## config.mk

```make
export PLATFORM = sky130hd
export DESIGN_NAME = clk_en_sched
export DESIGN_NICKNAME = d
export VERILOG_FILES = /design/src/rtl/clk_en_sched.sv
export SDC_FILE = /design/constraint.sdc
export NUM_CORES = 1
export LEC_CHECK = 0
export BUFFER_PORTS_ARGS = -buffer_cell sky130_fd_sc_hd__buf_2
export CORE_ASPECT_RATIO = 1.25
export CORE_UTILIZATION = 35
export CTS_BUF_LIST = sky130_fd_sc_hd__clkbuf_2 sky130_fd_sc_hd__clkbuf_4 sky130_fd_sc_hd__clkbuf_8
export CTS_CLUSTER_DIAMETER = 80
export CTS_CLUSTER_SIZE = 8
export DETAILED_ROUTE_END_ITERATION = 16
export HOLD_SLACK_MARGIN = 0.03
export PLACE_DENSITY_LB_ADDON = 0.3
export REMOVE_ABC_BUFFERS = 1
export SETUP_SLACK_MARGIN = 0.4
export SLEW_MARGIN = 20
export SYNTH_ARGS = -nofsm -noshare
export SYNTH_HDL_FRONTEND = slang
export SYNTH_SLANG_ARGS = --single-unit
export TNS_END_PERCENT = 20
```

## constraint.sdc

```tcl
create_clock -name clk -period 4.84 [get_ports clk]
set_clock_uncertainty 0.2 [all_clocks]
set_input_delay 0.242 -clock clk [delete_from_list [all_inputs] [get_ports clk]]
set_output_delay 0.242 -clock clk [all_outputs]
set_load 0.01 [all_outputs]
```

## src/rtl/clk_en_sched.sv

```systemverilog
// clk_en_sched: four-channel programmable clock-enable scheduler.
//
// Each channel emits a registered one-cycle tick every div[i] cycles of clk.
// Divisors can be changed at run time through a valid/ready config port. A
// change is held pending until the target channel reaches a period boundary,
// so a period in progress is never cut short.
//
// Handshake: a config request transfers on a rising edge where
// cfg_valid && cfg_ready. cfg_ready is high only in IDLE. A zero divisor is
// rejected with a one-cycle cfg_err pulse. An accepted request produces a
// one-cycle cfg_done pulse in the cycle after the new divisor is written.
//
// Ports:
//   clk        system clock, all logic on the rising edge
//   rst        synchronous, active-high reset
//   en[3:0]    per-channel enable; low holds the channel counter at zero
//   sync       restarts every channel counter (phase align)
//   cfg_valid  config request valid
//   cfg_ready  scheduler can accept a request (decoded from state)
//   cfg_ch     target channel of the request
//   cfg_div    new divisor for the target channel (0 is illegal)
//   cfg_done   one-cycle pulse once the new divisor is in effect
//   cfg_err    one-cycle pulse when a request is rejected
//   busy       a request is pending (decoded from state)
//   tick[3:0]  registered per-channel enable pulses

module clk_en_sched #(
    parameter int DW   = 16,
    parameter int DIV0 = 4,
    parameter int DIV1 = 2,
    parameter int DIV2 = 1,
    parameter int DIV3 = 868
) (
    input  logic          clk,
    input  logic          rst,
    input  logic [3:0]    en,
    input  logic          sync,
    input  logic          cfg_valid,
    output logic          cfg_ready,
    input  logic [1:0]    cfg_ch,
    input  logic [DW-1:0] cfg_div,
    output logic          cfg_done,
    output logic          cfg_err,
    output logic          busy,
    output logic [3:0]    tick
);

    typedef enum logic [1:0] {
        S_IDLE = 2'd0,
        S_WAIT = 2'd1,
        S_DONE = 2'd2
    } state_t;

    localparam logic [DW-1:0] DIV_RST [4] = '{DW'(DIV0), DW'(DIV1), DW'(DIV2), DW'(DIV3)};

    state_t        state_q, state_d;
    logic [DW-1:0] div_q [4];
    logic [DW-1:0] div_d [4];
    logic [DW-1:0] cnt_q [4];
    logic [DW-1:0] cnt_d [4];
    logic [3:0]    tick_q, tick_d;
    logic [1:0]    pch_q, pch_d;
    logic [DW-1:0] pdiv_q, pdiv_d;
    logic          done_q, done_d;
    logic          err_q, err_d;
    logic [3:0]    term;
    logic          apply;

    // Terminal count: last cycle of the current period for each channel.
    always_comb begin
        for (int i = 0; i < 4; i++) begin
            term[i] = (cnt_q[i] == (div_q[i] - DW'(1)));
        end
    end

    always_comb begin
        state_d = state_q;
        pch_d   = pch_q;
        pdiv_d  = pdiv_q;
        err_d   = 1'b0;
        done_d  = 1'b0;
        apply   = 1'b0;

        case (state_q)
            S_IDLE: begin
                if (cfg_valid) begin
                    if (cfg_div == '0) begin
                        err_d = 1'b1;
                    end else begin
                        pch_d   = cfg_ch;
                        pdiv_d  = cfg_div;
                        state_d = S_WAIT;
                    end
                end
            end
            S_WAIT: begin
                // Any of these restarts the target's period, so the new
                // divisor can be swapped in without shortening a tick.
                if (term[pch_q] || !en[pch_q] || sync) begin
                    apply   = 1'b1;
                    done_d  = 1'b1;
                    state_d = S_DONE;
                end
            end
            S_DONE: begin
                state_d = S_IDLE;
            end
            default: begin
                state_d = S_IDLE;
            end
        endcase

        for (int i = 0; i < 4; i++) begin
            div_d[i] = div_q[i];
            if (!en[i] || sync) begin
                cnt_d[i]  = '0;
                tick_d[i] = 1'b0;
            end else begin
                tick_d[i] = term[i];
                cnt_d[i]  = term[i] ? '0 : cnt_q[i] + DW'(1);
            end
            // The old terminal tick (if any) is kept; only div/cnt change.
            if (apply && (pch_q == 2'(i))) begin
                div_d[i] = pdiv_q;
                cnt_d[i] = '0;
            end
        end
    end

    always_ff @(posedge clk) begin
        if (rst) begin
            state_q <= S_IDLE;
            pch_q   <= '0;
            pdiv_q  <= '0;
            done_q  <= 1'b0;
            err_q   <= 1'b0;
            tick_q  <= '0;
            for (int i = 0; i < 4; i++) begin
                div_q[i] <= DIV_RST[i];
                cnt_q[i] <= '0;
            end
        end else begin
            state_q <= state_d;
            pch_q   <= pch_d;
            pdiv_q  <= pdiv_d;
            done_q  <= done_d;
            err_q   <= err_d;
            tick_q  <= tick_d;
            for (int i = 0; i < 4; i++) begin
                div_q[i] <= div_d[i];
                cnt_q[i] <= cnt_d[i];
            end
        end
    end

    assign cfg_ready = (state_q == S_IDLE);
    assign busy      = (state_q != S_IDLE);
    assign cfg_done  = done_q;
    assign cfg_err   = err_q;
    assign tick      = tick_q;

endmodule

```

==> results.md, run 1 <==
- Flop-to-flop setup slack: 1.08 ns
- Worst reg-to-reg path cell count: 11
- Die height: ~180 um
- Post-Layout Cell Count: 1369
- Total power divided by cell area: 270 mW/mm^2
- Hold Crit Depth: 3
- Initial drt markers: between 300 and 400
- Post-DP HPWL: 15100 um
- Vias in the first global route: 6686
- Clk buf depth: 2
- HP Start: sync
- Total congestion overflow: 0
- Clk Latency, worst-skew pair: 0.48 ns
- Commonest non-fill, non-tap cell in the layout: dfxtp_1
- Period minus WS final: 3.76 ns
- Drc violations: 0
- Pwr Total: 2580 uW
- Critical path capture point type: flop
- Routed len/inst: ~15 um
- Hold Path Class: input pin to flop
- Fraction of layout cells with a size suffix above 1: 9.30%
- CTS tree: done
- DIE WIDTH: 141 um
- Hold EP: tick[3]
- WS Path Type: flop to flop
- Status: finished clean
- I/O Buffers: 33
- Starting Density: 35.7%
- Drt first pass iters: 4
- Worst EP required: roughly 5 ns
- Worst-margin pin slew: 0.963 ns
- Worst Path Buf+Inv: 2
- Nets: between 1000 and 1500
- Slowest stage cell, crit path: or4_1
- Yosys cell types: 70
- Relative slew slack: 35.8%
- Setup tns final: 0 ns
- Synthesized cell area: between 0.008 and 0.009 mm^2
- FMAX: between 200 and 300 MHz
- Average cell area after synthesis: 8.49 um^2
- CTS Buf Count: 17
- Worst R2R End: div_q[3][8]
- IO Pins: 34
- Die area: roughly 0.025 mm^2
- Antenna Violating Nets Remaining: 0
- MaxCap Viol Count: 0
- Total track usage: ~18%
- Area grow syn2layout: 12.3%
- Final core occ: approximately 40%
- Crit Path Max Fanout: 15
- Row cnt: 63
- RSZ-0062 raised after global routing: no
- Leakage power: 0.00342 uW
- Root cell of the clock tree: clkbuf_8
- CP top delay family: compound AO/OA/AOI/OAI gates
- Routability congestion estimate: 0.855
- Crit-path cells: inv_1 > ha_1 > or2_2 > a211o_1 > a211oi_1 > a221oi_1 > or4_1 > a21oi_2 > buf_4 > nor2_1 > a211o_1
- Final Max Slew Viols: 0
- Startpoint Class: flop
- Placed cell count: 1310
- Worst vdd ir: roughly 0.14 mV
- Vias/cell: 5.08
- Post-Route WL: 20700 um
- CTS Sinks: approximately 150
- Initial antenna violation count: 1
- Sequential fraction of the synthesis area: 36.3%
- Most frequent cells in the layout: dfxtp_1 (154), nor2_1 (141), xnor2_1 (79), nand3_1 (71), mux2i_1 (65)
- Core footprint: 0.0238 mm^2
- Asr flop ratio synth: 0%
- CP peak stage delay: 0.58 ns
- Number of synthesized flops with an enable pin: 0
- Yosys warnings: 0
- H-tree Lvls: 4
- Largest net degree at the start of global routing: approximately 110
- Endpoints failing hold: 0
- Most used cell, CP: a211o_1
- Period utilisation layout: 77.7%
- Post-Syn Instances: 1001
- Hold Slack: roughly 0.079 ns
- First-pass GRT wire length: 34700 um
- Most used flip-flop cell after synthesis: dfxtp_1
- Arrival time worst endpoint: 3.94 ns
- Final setup vio count: 0
- Flops & latches, synth: ~150
- Post-CTS sizing: 0
- CTS clock-pin slew for the worst setup and hold paths: 0.10 ns
- RR Startpoint: div_q[3][0]
- Routed via count: 6961
[state kept, by name, summed over array words and instances, names as in the netlist]
signal	flops
cfg_done	1
tick	4
pch_q	2
state_q	2
cfg_err	1
div_q	64
pdiv_q	16
cnt_q	64
[power breakdown]
group,leakage [uW],internal (uW),switching (uW)
clock,0.000208,478,562
combinational,0.00197,97.6,123
sequential,0.00124,1290,33.4
total,0.00342,1860,719
[layer usage]
| layer | routed length, um | track usage [%] |
|---|---|---|
| met1 | 9480 | 22.1 |
| met2 | 10200 | 30.1 |
| met3 | 498 | 3.06 |
| met4 | 547 | 6.99 |
| met5 | 0 | 0 |
[synth_stat cells (27+ instances only)]
library cell	n	area share, %
xor2_1	53	5.5
mux2i_1	65	7.7
dfxtp_1	154	36
nand2b_1	52	3.8
nand3_1	72	4.2
xnor2_1	79	8.1
nand2_1	51	2.3
a21oi_1	33	1.9
clkbuf_1	44	1.9
nor3_1	27	1.6
nor2_1	141	6.2
[stage by stage]
| stage | setup slack (ns) | cell area (um^2) |
|---|---|---|
| 2_1_floorplan | 0.830 | 8240 |
| 3_3_place_gp | 1.07 | 8860 |
| 3_5_place_dp | 0.992 | 8860 |
| 4_1_cts | 0.962 | 9540 |
| 5_1_grt | 0.761 | 9550 |
| 6_report | 1.08 | 9550 |
[area by class of cell]
| cell class | instances | area, um^2 |
|---|---|---|
| fill | 2456 | 14300 |
| tap | 325 | 407 |
| sequential | 154 | 3080 |
| clock inverter | 15 | 176 |
| antenna | 1 | 2.50 |
| inverter | 24 | 90.1 |
| clock buffer | 17 | 234 |
| timing repair buffer | 65 | 470 |
| multi-input combinational | 768 | 5090 |
[worst max-delay path by stage]
stage	to	cells after the start	startpoint	slack [ns]
finish	div_q[3][8]	11	div_q[3][0]	1.08
global route	div_q[3][7]	11	div_q[3][0]	0.76
CTS	div_q[3][8]	9	div_q[3][6]	0.96
detailed placement	div_q[3][8]	9	div_q[3][6]	0.99
global placement	div_q[3][8]	9	div_q[3][6]	1.07
floorplan	div_q[3][8]	10	div_q[3][0]	0.83
[timing repair]
item,CTS,global route
buffers inserted,0,0
endpoints found under the setup margin,0,0
hold endpoints to repair,23,0
hold buffers,26,0
[kinds of logic (layout without fill, tap and decap cells)]
group | count (synthesis) | after routing | synth area share (%)
AND/OR/NAND/NOR | 458 | 458 | 28.2
flip-flops | 154 | 154 | 36.3
XOR/XNOR | 132 | 132 | 13.6
AO/OA/AOI/OAI | 103 | 103 | 8.65
buffers and inverters | 79 | 121 | 4.11
multiplexers | 67 | 67 | 8.05
adder cells (fa/ha/maj) | 8 | 8 | 1.18
other | 0 | 1 | 0
[worst min-delay path: stages]
cell and delay [ns]:
buf_2 0.11, nor2_1 0.15, and3_1 0.20
Note: power is estimated with default switching activity, not from simulation.
==> run 2, diff against run 1 <==
==> constraint.sdc (replaced) <==
create_clock -name clk -period 3.9 [get_ports clk]
set_clock_uncertainty 0.2 [all_clocks]
set_input_delay 0.195 -clock clk [delete_from_list [all_inputs] [get_ports clk]]
set_output_delay 0.195 -clock clk [all_outputs]
set_load 0.01 [all_outputs]
==> results.md, run 2 (synthesis results as in run 1) <==
- Status: finished clean (unchanged)
- Finished Cell Area: 0.00967 mm^2 (was 0.00955 mm^2)
- Period minus WS final: 3.30 ns (was 3.76 ns)
- Total congestion overflow: 0 (unchanged)
- CTS Buf Count: 17 (unchanged)
- Largest net degree at the start of global routing: 109 (unchanged)
- CTS clock-pin slew for the worst setup and hold paths: 0.09 ns (was 0.10 ns)
- Clk Latency, worst-skew pair: 0.47 ns (was 0.48 ns)
- Core footprint: 0.0238 mm^2 (unchanged)
- Die area: 0.0249 mm^2 (unchanged)
- WS Path Type: flop to flop (unchanged)
- Starting Density: 35.7% (unchanged)
- IO Pins: 34 (unchanged)
- H-tree Lvls: 4 (unchanged)
- Endpoints failing hold: 0 (unchanged)
- I/O Buffers: 33 (unchanged)
- RSZ-0062 raised after global routing: yes (was no)
- Nets: 1077 (was 1064)
- Antenna Violating Nets Remaining: 0 (unchanged)
- Root cell of the clock tree: clkbuf_8 (unchanged)
- Worst EP required: 4.03 ns (was 5.03 ns)
- Routed via count: 7036 (was 6961)
- Commonest non-fill, non-tap cell in the layout: dfxtp_1 (unchanged)
- Placed cell areas: 0.00895 mm^2 (was 0.00886 mm^2)
- Crit Path Max Fanout: 14 (was 15)
- Slowest stage cell, crit path: or4_1 (unchanged)
- Drt first pass iters: 5 (was 4)
- HP Start: sync (unchanged)
- Relative slew slack: 36.5% (was 35.8%)
- Arrival time worst endpoint: 3.43 ns (was 3.94 ns)
- Total track usage: 17.4% (was 17.7%)
- Clk buf depth: 2 (unchanged)
- Drc violations: 0 (unchanged)
- Most used cell, CP: or4_1 (was a211o_1)
- Worst vdd ir: 0.166 mV (was 0.144 mV)
- Post-Route WL: 20900 um (was 20700 um)
- Startpoint Class: flop (unchanged)
- Placed cell count: 1321 (was 1310)
- Final setup vio count: 0 (unchanged)
- Leakage power: 0.00347 uW (was 0.00342 uW)
- DIE WIDTH: 141 um (unchanged)
- Routability congestion estimate: 0.839 (was 0.855)
- Worst-margin pin slew: 0.952 ns (was 0.963 ns)
- Post-Layout Cell Count: 1382 (was 1369)
- Crit path launch: div_q[1][2] (was div_q[3][0])
- Critical path capture point type: flop (unchanged)
- CTS Sinks: 154 (unchanged)
- Postcts setup bufs: 0 (unchanged)
- Post-DP HPWL: 15400 um (was 15100 um)
- Area grow syn2layout: 13.7% (was 12.3%)
- CP peak stage delay: 0.65 ns (was 0.58 ns)
- Hold Slack: 0.200 ns (was 0.0794 ns)
- Fraction of layout cells with a size suffix above 1: 10.7% (was 9.30%)
- Period utilisation layout: 84.6% (was 77.7%)
- Total power divided by cell area: 322 mW/mm^2 (was 270 mW/mm^2)
- MaxCap Viol Count: 0 (unchanged)
- Crit-path cells: or4_1 > or4_1 > xnor2_1 > nor4bb_1 > nand3_1 > a211o_2 > mux2i_1 (was inv_1 > ha_1 > or2_2 > a211o_1 > a211oi_1 > a221oi_1 > or4_1 > a21oi_2 > buf_4 > nor2_1 > a211o_1)
- CTS tree: done (unchanged)
- Vias in the first global route: 6471 (was 6686)
- Largest registers: cnt_q: 64 flops, div_q: 64 flops, pdiv_q: 16 flops (unchanged)
- Initial antenna violation count: 1 (unchanged)
- Row cnt: 63 (unchanged)
- Most frequent cells in the layout: dfxtp_1 (152), nor2_1 (140), xnor2_1 (79), nand3_1 (72), mux2i_1 (65) (was dfxtp_1 (154), nor2_1 (141), xnor2_1 (79), nand3_1 (71), mux2i_1 (65))
- Routed len/inst: 15.2 um (was 15.1 um)
- Flop-to-flop setup slack: 0.60 ns (was 1.08 ns)
- Die height: 176 um (unchanged)
- FMAX: 303 MHz (was 266 MHz)
- Vias/cell: 5.09 (was 5.08)
- First-pass GRT wire length: 34100 um (was 34700 um)
- Final Max Slew Viols: 0 (unchanged)
- Hold Path Class: input pin to flop (unchanged)
- Initial drt markers: 391 (was 371)
- RR Startpoint: div_q[1][2] (was div_q[3][0])
[run 2: changes by cell type in the layout (fill, tap and decap cells not counted), sizes merged, moves of 2 or more]
cell	previous run	this run
buf	39	50
dlygate4sd3	26	28
clkinv	3	6
inv	33	26
clkinvlp	1	3
clkbuf	17	20
[run 2: routing by layer]
metal  up-vias  GRT usage (%)  wire (um)
li1       3584              -          -
met1      3314           21.7       9510
met2       107           29.9      10400
met3        31           3.20        556
met4         0           6.54        454
met5         -              0          0
[run 2: power breakdown]
group | internal (uW) | total, uW | switching, uW
sequential | 1590 | 1630 | 38.5
combinational | 127 | 283 | 156
clock | 560 | 1190 | 634
total | 2280 | 3110 | 829
[run 2: worst max-delay path: cells and delay by family (launching register included)]
| family | cells | cell delay, ns |
|---|---|---|
| and+or+nand+nor | 4 | 1.68 |
| AOI/OAI and AO/OA | 1 | 0.55 |
| DFF | 1 | 0.39 |
| muxes | 1 | 0.17 |
| xor gates and xnor gates | 1 | 0.16 |
[run 2: cell type report]
cell class | instances | area, um^2
inverters | 24 | 90.1
flip-flops and latches | 154 | 3090
multi-input cells | 768 | 5120
diodes | 1 | 2.50
fillers | 2434 | 14100
well taps | 325 | 407
clock inverters | 12 | 115
clock buffers | 20 | 275
repair buffers | 78 | 581
[run 2: repair_timing]
item                                   in CTS  in global routing
gates resized for setup                     2                 10
gates cloned                                0                  0
hold buffers                               28                  0
pin swaps                                   0                  0
setup endpoints to repair                   9                 77
endpoints found under the hold margin      23                  0
[run 2: final timing paths]
path / to / cells past startpoint
setup / recovery: div_q[1][4] / 7
setup reg to reg: div_q[1][4] / 7
hold / removal: state_q[1] / 6
hold reg to reg: cnt_q[3][0] / 1
[run 2: stage by stage]
step,total power (uW),utilization (%),worst slack (ns),TNS (ns)
2_1_floorplan,1820,-,-0.110,-0.925
3_3_place_gp,1930,37.6,0.457,0
3_5_place_dp,1930,37.6,0.345,0
4_1_cts,3150,40.4,0.422,0
5_1_grt,3250,40.6,0.368,0
6_report,3110,40.6,0.600,0
==> run 3, diff against run 2 <==
--- a/config.mk
+++ b/config.mk
@@ -5,6 +5,7 @@
 export SDC_FILE = /design/constraint.sdc
 export NUM_CORES = 1
 export LEC_CHECK = 0
+export ABC_AREA = 1
 export BUFFER_PORTS_ARGS = -buffer_cell sky130_fd_sc_hd__buf_2
 export CORE_ASPECT_RATIO = 1.25
 export CORE_UTILIZATION = 35
==> constraint.sdc (replaced) <==
create_clock -name clk -period 3.05 [get_ports clk]
set_clock_uncertainty 0.2 [all_clocks]
set_input_delay 0.1525 -clock clk [delete_from_list [all_inputs] [get_ports clk]]
set_output_delay 0.1525 -clock clk [all_outputs]
set_load 0.01 [all_outputs]
==> results.md, run 3 <==
- Status: finished clean (unchanged)
- Slowest stage cell, crit path: dfxtp_1 (was or4_1)
- CTS Sinks: 154 (unchanged)
- Asr flop ratio synth: 0% (unchanged)
- Period minus WS final: 2.79 ns (was 3.30 ns)
- Share of Yosys cell area claimed by the top area cell type: 33.7% (was 36.3%)
- Internal cell power: 3060 uW (was 2280 uW)
- Routed len/inst: 12.9 um (was 15.2 um)
- Combinational share of power: 18.7% (was 9.1%)
- Most used cell, CP: nand2_1 (was or4_1)
- Commonest non-fill, non-tap cell in the layout: nand2_1 (was dfxtp_1)
- Drt first pass iters: 7 (was 5)
- Routed via count: 8829 (was 7036)
- RSZ-0062 raised after global routing: yes (unchanged)
- H-tree Lvls: 4 (unchanged)
- Worst R2R End: div_q[1][0] (was div_q[1][4])
- Largest cells by area after synthesis: dfxtp_1 (34%), nand2_1 (16%), inv_1 (8.4%) (was dfxtp_1 (36%), xnor2_1 (8.1%), mux2i_1 (7.7%))
- Post-synth top area cell: dfxtp_1 (unchanged)
- Total power divided by cell area: 419 mW/mm^2 (was 322 mW/mm^2)
- Compound-Gate Fraction of Synth Area: 4.24% (was 8.65%)
- Largest family of logic cells by synthesized area: simple AND/OR/NAND/NOR gates (unchanged)
- Endpoints failing hold: 0 (unchanged)
- Crit Path Max Fanout: 7 (was 14)
- Startpoint Class: flop (unchanged)
- Commonest cells post-synth: nand2_1 (379), inv_1 (205), nor2_1 (194), dfxtp_1 (154), nand4_1 (84) (was dfxtp_1 (154), nor2_1 (141), xnor2_1 (79), nand3_1 (72), mux2i_1 (65))
- Crit-path cells: inv_2 > ha_4 > inv_1 > nand2_1 > nand2_1 > nor2_1 > nand2_1 > nor2_1 > nand3_1 > nor2_2 > nand3_2 > nor3_4 > nor2_4 > buf_4 > nand3_4 > buf_4 > nand4_1 > nand2_1 > nor2_1 (was or4_1 > or4_1 > xnor2_1 > nor4bb_1 > nand3_1 > a211o_2 > mux2i_1)
- Row cnt: 65 (was 63)
- CTS tree: done (unchanged)
- WS Path Type: flop to flop (unchanged)
- Initial drt markers: 521 (was 391)
- HP Start: cnt_q[1][0] (was sync)
- Worst path depth: 19 (was 7)
- Setup ws final: 0.258 ns (was 0.600 ns)
- Fillcell total: 2639 (was 2434)
- Core footprint: 0.0255 mm^2 (was 0.0238 mm^2)
- Initial antenna violation count: 1 (unchanged)
- CP top delay family: simple AND/OR/NAND/NOR gates (unchanged)
- Most frequent cells in the layout: nand2_1 (368), inv_1 (195), nor2_1 (180), dfxtp_1 (146), nand4_1 (84) (was dfxtp_1 (152), nor2_1 (140), xnor2_1 (79), nand3_1 (72), mux2i_1 (65))
- Post-DP HPWL: 17300 um (was 15400 um)
- Switching Share: 32.5% (was 26.6%)
- Total track usage: 18.5% (was 17.4%)
- Root cell of the clock tree: clkbuf_8 (unchanged)
- CTS Buf Count: 17 (unchanged)
- Number of synthesized flops with an enable pin: 0 (unchanged)
- Die height: 183 um (was 176 um)
- Synth Area in XOR/XNOR: 6.86% (was 13.6%)
- Adder-Cell Fraction of Synth Area: 1.09% (was 1.18%)
- Most used flip-flop cell after synthesis: dfxtp_1 (unchanged)
- Fraction of layout cells with a size suffix above 1: 15.6% (was 10.7%)
- First-pass GRT wire length: 39800 um (was 34100 um)
- Flop-to-flop setup slack: 0.26 ns (was 0.60 ns)
- Drc violations: 0 (unchanged)
- Critical path capture point type: flop (unchanged)
- Leakage power: 0.00475 uW (was 0.00347 uW)
- Worst-margin pin slew: 0.939 ns (was 0.952 ns)
- Arrival time worst endpoint: 2.96 ns (was 3.43 ns)
- CTS clock-pin slew for the worst setup and hold paths: 0.09 ns (about the same)
- Worst vdd ir: 0.175 mV (was 0.166 mV)
- Sw Pwr: 1480 uW (was 829 uW)
- FMAX: 358 MHz (was 303 MHz)
- I/O Buffers: 33 (unchanged)
- Worst EP required: 3.22 ns (was 4.03 ns)
- Pre-CTS WS: -0.00344 ns (was 0.345 ns)
- Relative slew slack: 37.3% (was 36.5%)
- Worst Setup EP: div_q[1][0] (was div_q[1][4])
- Area grow syn2layout: 18.4% (was 13.7%)
- Routability congestion estimate: 0.861 (was 0.839)
- Largest net degree at the start of global routing: 37 (was 109)
- Count leader, synth: nand2_1 (was dfxtp_1)
- Starting Density: 35.9% (was 35.7%)
- Vias in the first global route: 8364 (was 6471)
- Post-Route WL: 23900 um (was 20900 um)
- RR Startpoint: div_q[1][1] (was div_q[1][2])
- Final setup vio count: 0 (unchanged)
- Post-Syn Instances: 1426 (was 1001)
- Hold Path Class: flop to flop (was input pin to flop)
- Final core occ: 42.5% (was 40.6%)
- Synthesized cell area: 0.00914 mm^2 (was 0.00850 mm^2)
- Simple-Gate Fraction of Synth Area: 41.8% (was 28.2%)
- Total congestion overflow: 0 (unchanged)
- Final Max Slew Viols: 0 (unchanged)
- IO Pins: 34 (unchanged)
- Worst reg-to-reg path cell count: 19 (was 7)
- Average cell area after synthesis: 6.41 um^2 (was 8.49 um^2)
- Clock share of power: 34.4% (was 38.4%)
- Clk buf depth: 2 (unchanged)
- Largest registers: cnt_q: 64 flops, div_q: 64 flops, pdiv_q: 16 flops (unchanged)
- CP peak stage delay: 0.36 ns (was 0.65 ns)
- DIE WIDTH: 147 um (was 141 um)
- Nets: 1545 (was 1077)
- Antenna Violating Nets Remaining: 0 (unchanged)
- Yosys warnings: 0 (unchanged)
- Flops & latches, synth: 154 (unchanged)
- Die area: 0.0268 mm^2 (was 0.0249 mm^2)
- Vias/cell: 4.75 (was 5.09)
- MaxCap Viol Count: 0 (unchanged)
- Sequential Power Share: 46.9% (was 52.5%)
- Clk Latency, worst-skew pair: 0.49 ns (was 0.47 ns)
- Multiplexer share of the synthesized area: 0% (was 8.05%)
- Sequential fraction of the synthesis area: 33.7% (was 36.3%)
- Period utilisation layout: 91.5% (was 84.6%)
- Yosys cell types: 39 (was 70)
- Crit path launch: div_q[1][1] (was div_q[1][2])
- Setup tns final: 0 ns (unchanged)
- Worst Path Buf+Inv: 4 (was 0)
-- run 3: what timing repair did --
item	4_1_cts	5_1_grt
endpoints found under the hold margin	76	0
endpoints found under the setup margin	66	79
pin swaps	34	13
gates resized for setup	63	17
buffers inserted	9	6
gates cloned	9	0
hold buffers	27	0
-- run 3: kinds of logic after synthesis --
| group | count (synthesis) |
|---|---|
| AOI/OAI and AO/OA | 74 |
| xor gates and xnor gates | 70 |
| adders and majority gates | 8 |
| buffers and inverters | 278 |
| DFF | 154 |
| and+or+nand+nor | 842 |
-- run 3: per-layer routing --
layer  wire (um)  GRT usage (%)  share of wire [%]
met4         672           7.33                2.8
met2       11800           33.3                 49
met5           0              0                  0
met1       10600           21.8                 44
met3         841           3.08                3.5
-- run 3: how the worst min path moves through the flow --
stage             endpoint  slack [ns]  depth (start not counted)
2_1_floorplan    pdiv_q[1]        0.02                          1
3_3_place_gp       cfg_err        0.21                          3
3_5_place_dp       cfg_err        0.21                          3
4_1_cts            tick[3]        0.26                          3
5_1_grt            tick[3]        0.29                          3
6_report       cnt_q[1][0]        0.28                          1
-- run 3: metrics by stage --
step	cells	cell area (um^2)	total power, uW	hold WS [ns]
2_1_floorplan	1386	8910	2660	0.0216
3_3_place_gp	1776	9680	2880	0.210
3_5_place_dp	1776	9680	2890	0.213
4_1_cts	1853	10700	4570	0.258
5_1_grt	1860	10800	4780	0.286
6_report	1860	10800	4540	0.277
-- run 3: power groups by stage --
stage          clock [uW]  combinational, uW  sequential [uW]
4_1_cts              1620                828             2130
2_1_floorplan           0                505             2160
3_3_place_gp            0                706             2170
3_5_place_dp            0                715             2170
5_1_grt              1700                949             2140
6_report             1560                848             2130
-- run 3: area by class of cell --
| type | count | area, um^2 | share of cell area, % |
|---|---|---|---|
| multi-input cells | 1000 | 5250 | 48.5 |
| repair buffers | 100 | 781 | 7.21 |
| inverters | 238 | 896 | 8.28 |
| clock buffers | 18 | 248 | 2.29 |
| diodes | 1 | 2.50 | 0.0231 |
| well taps | 335 | 419 | 3.87 |
| flip-flops and latches | 154 | 3090 | 28.6 |
| clock inverters | 14 | 136 | 1.26 |
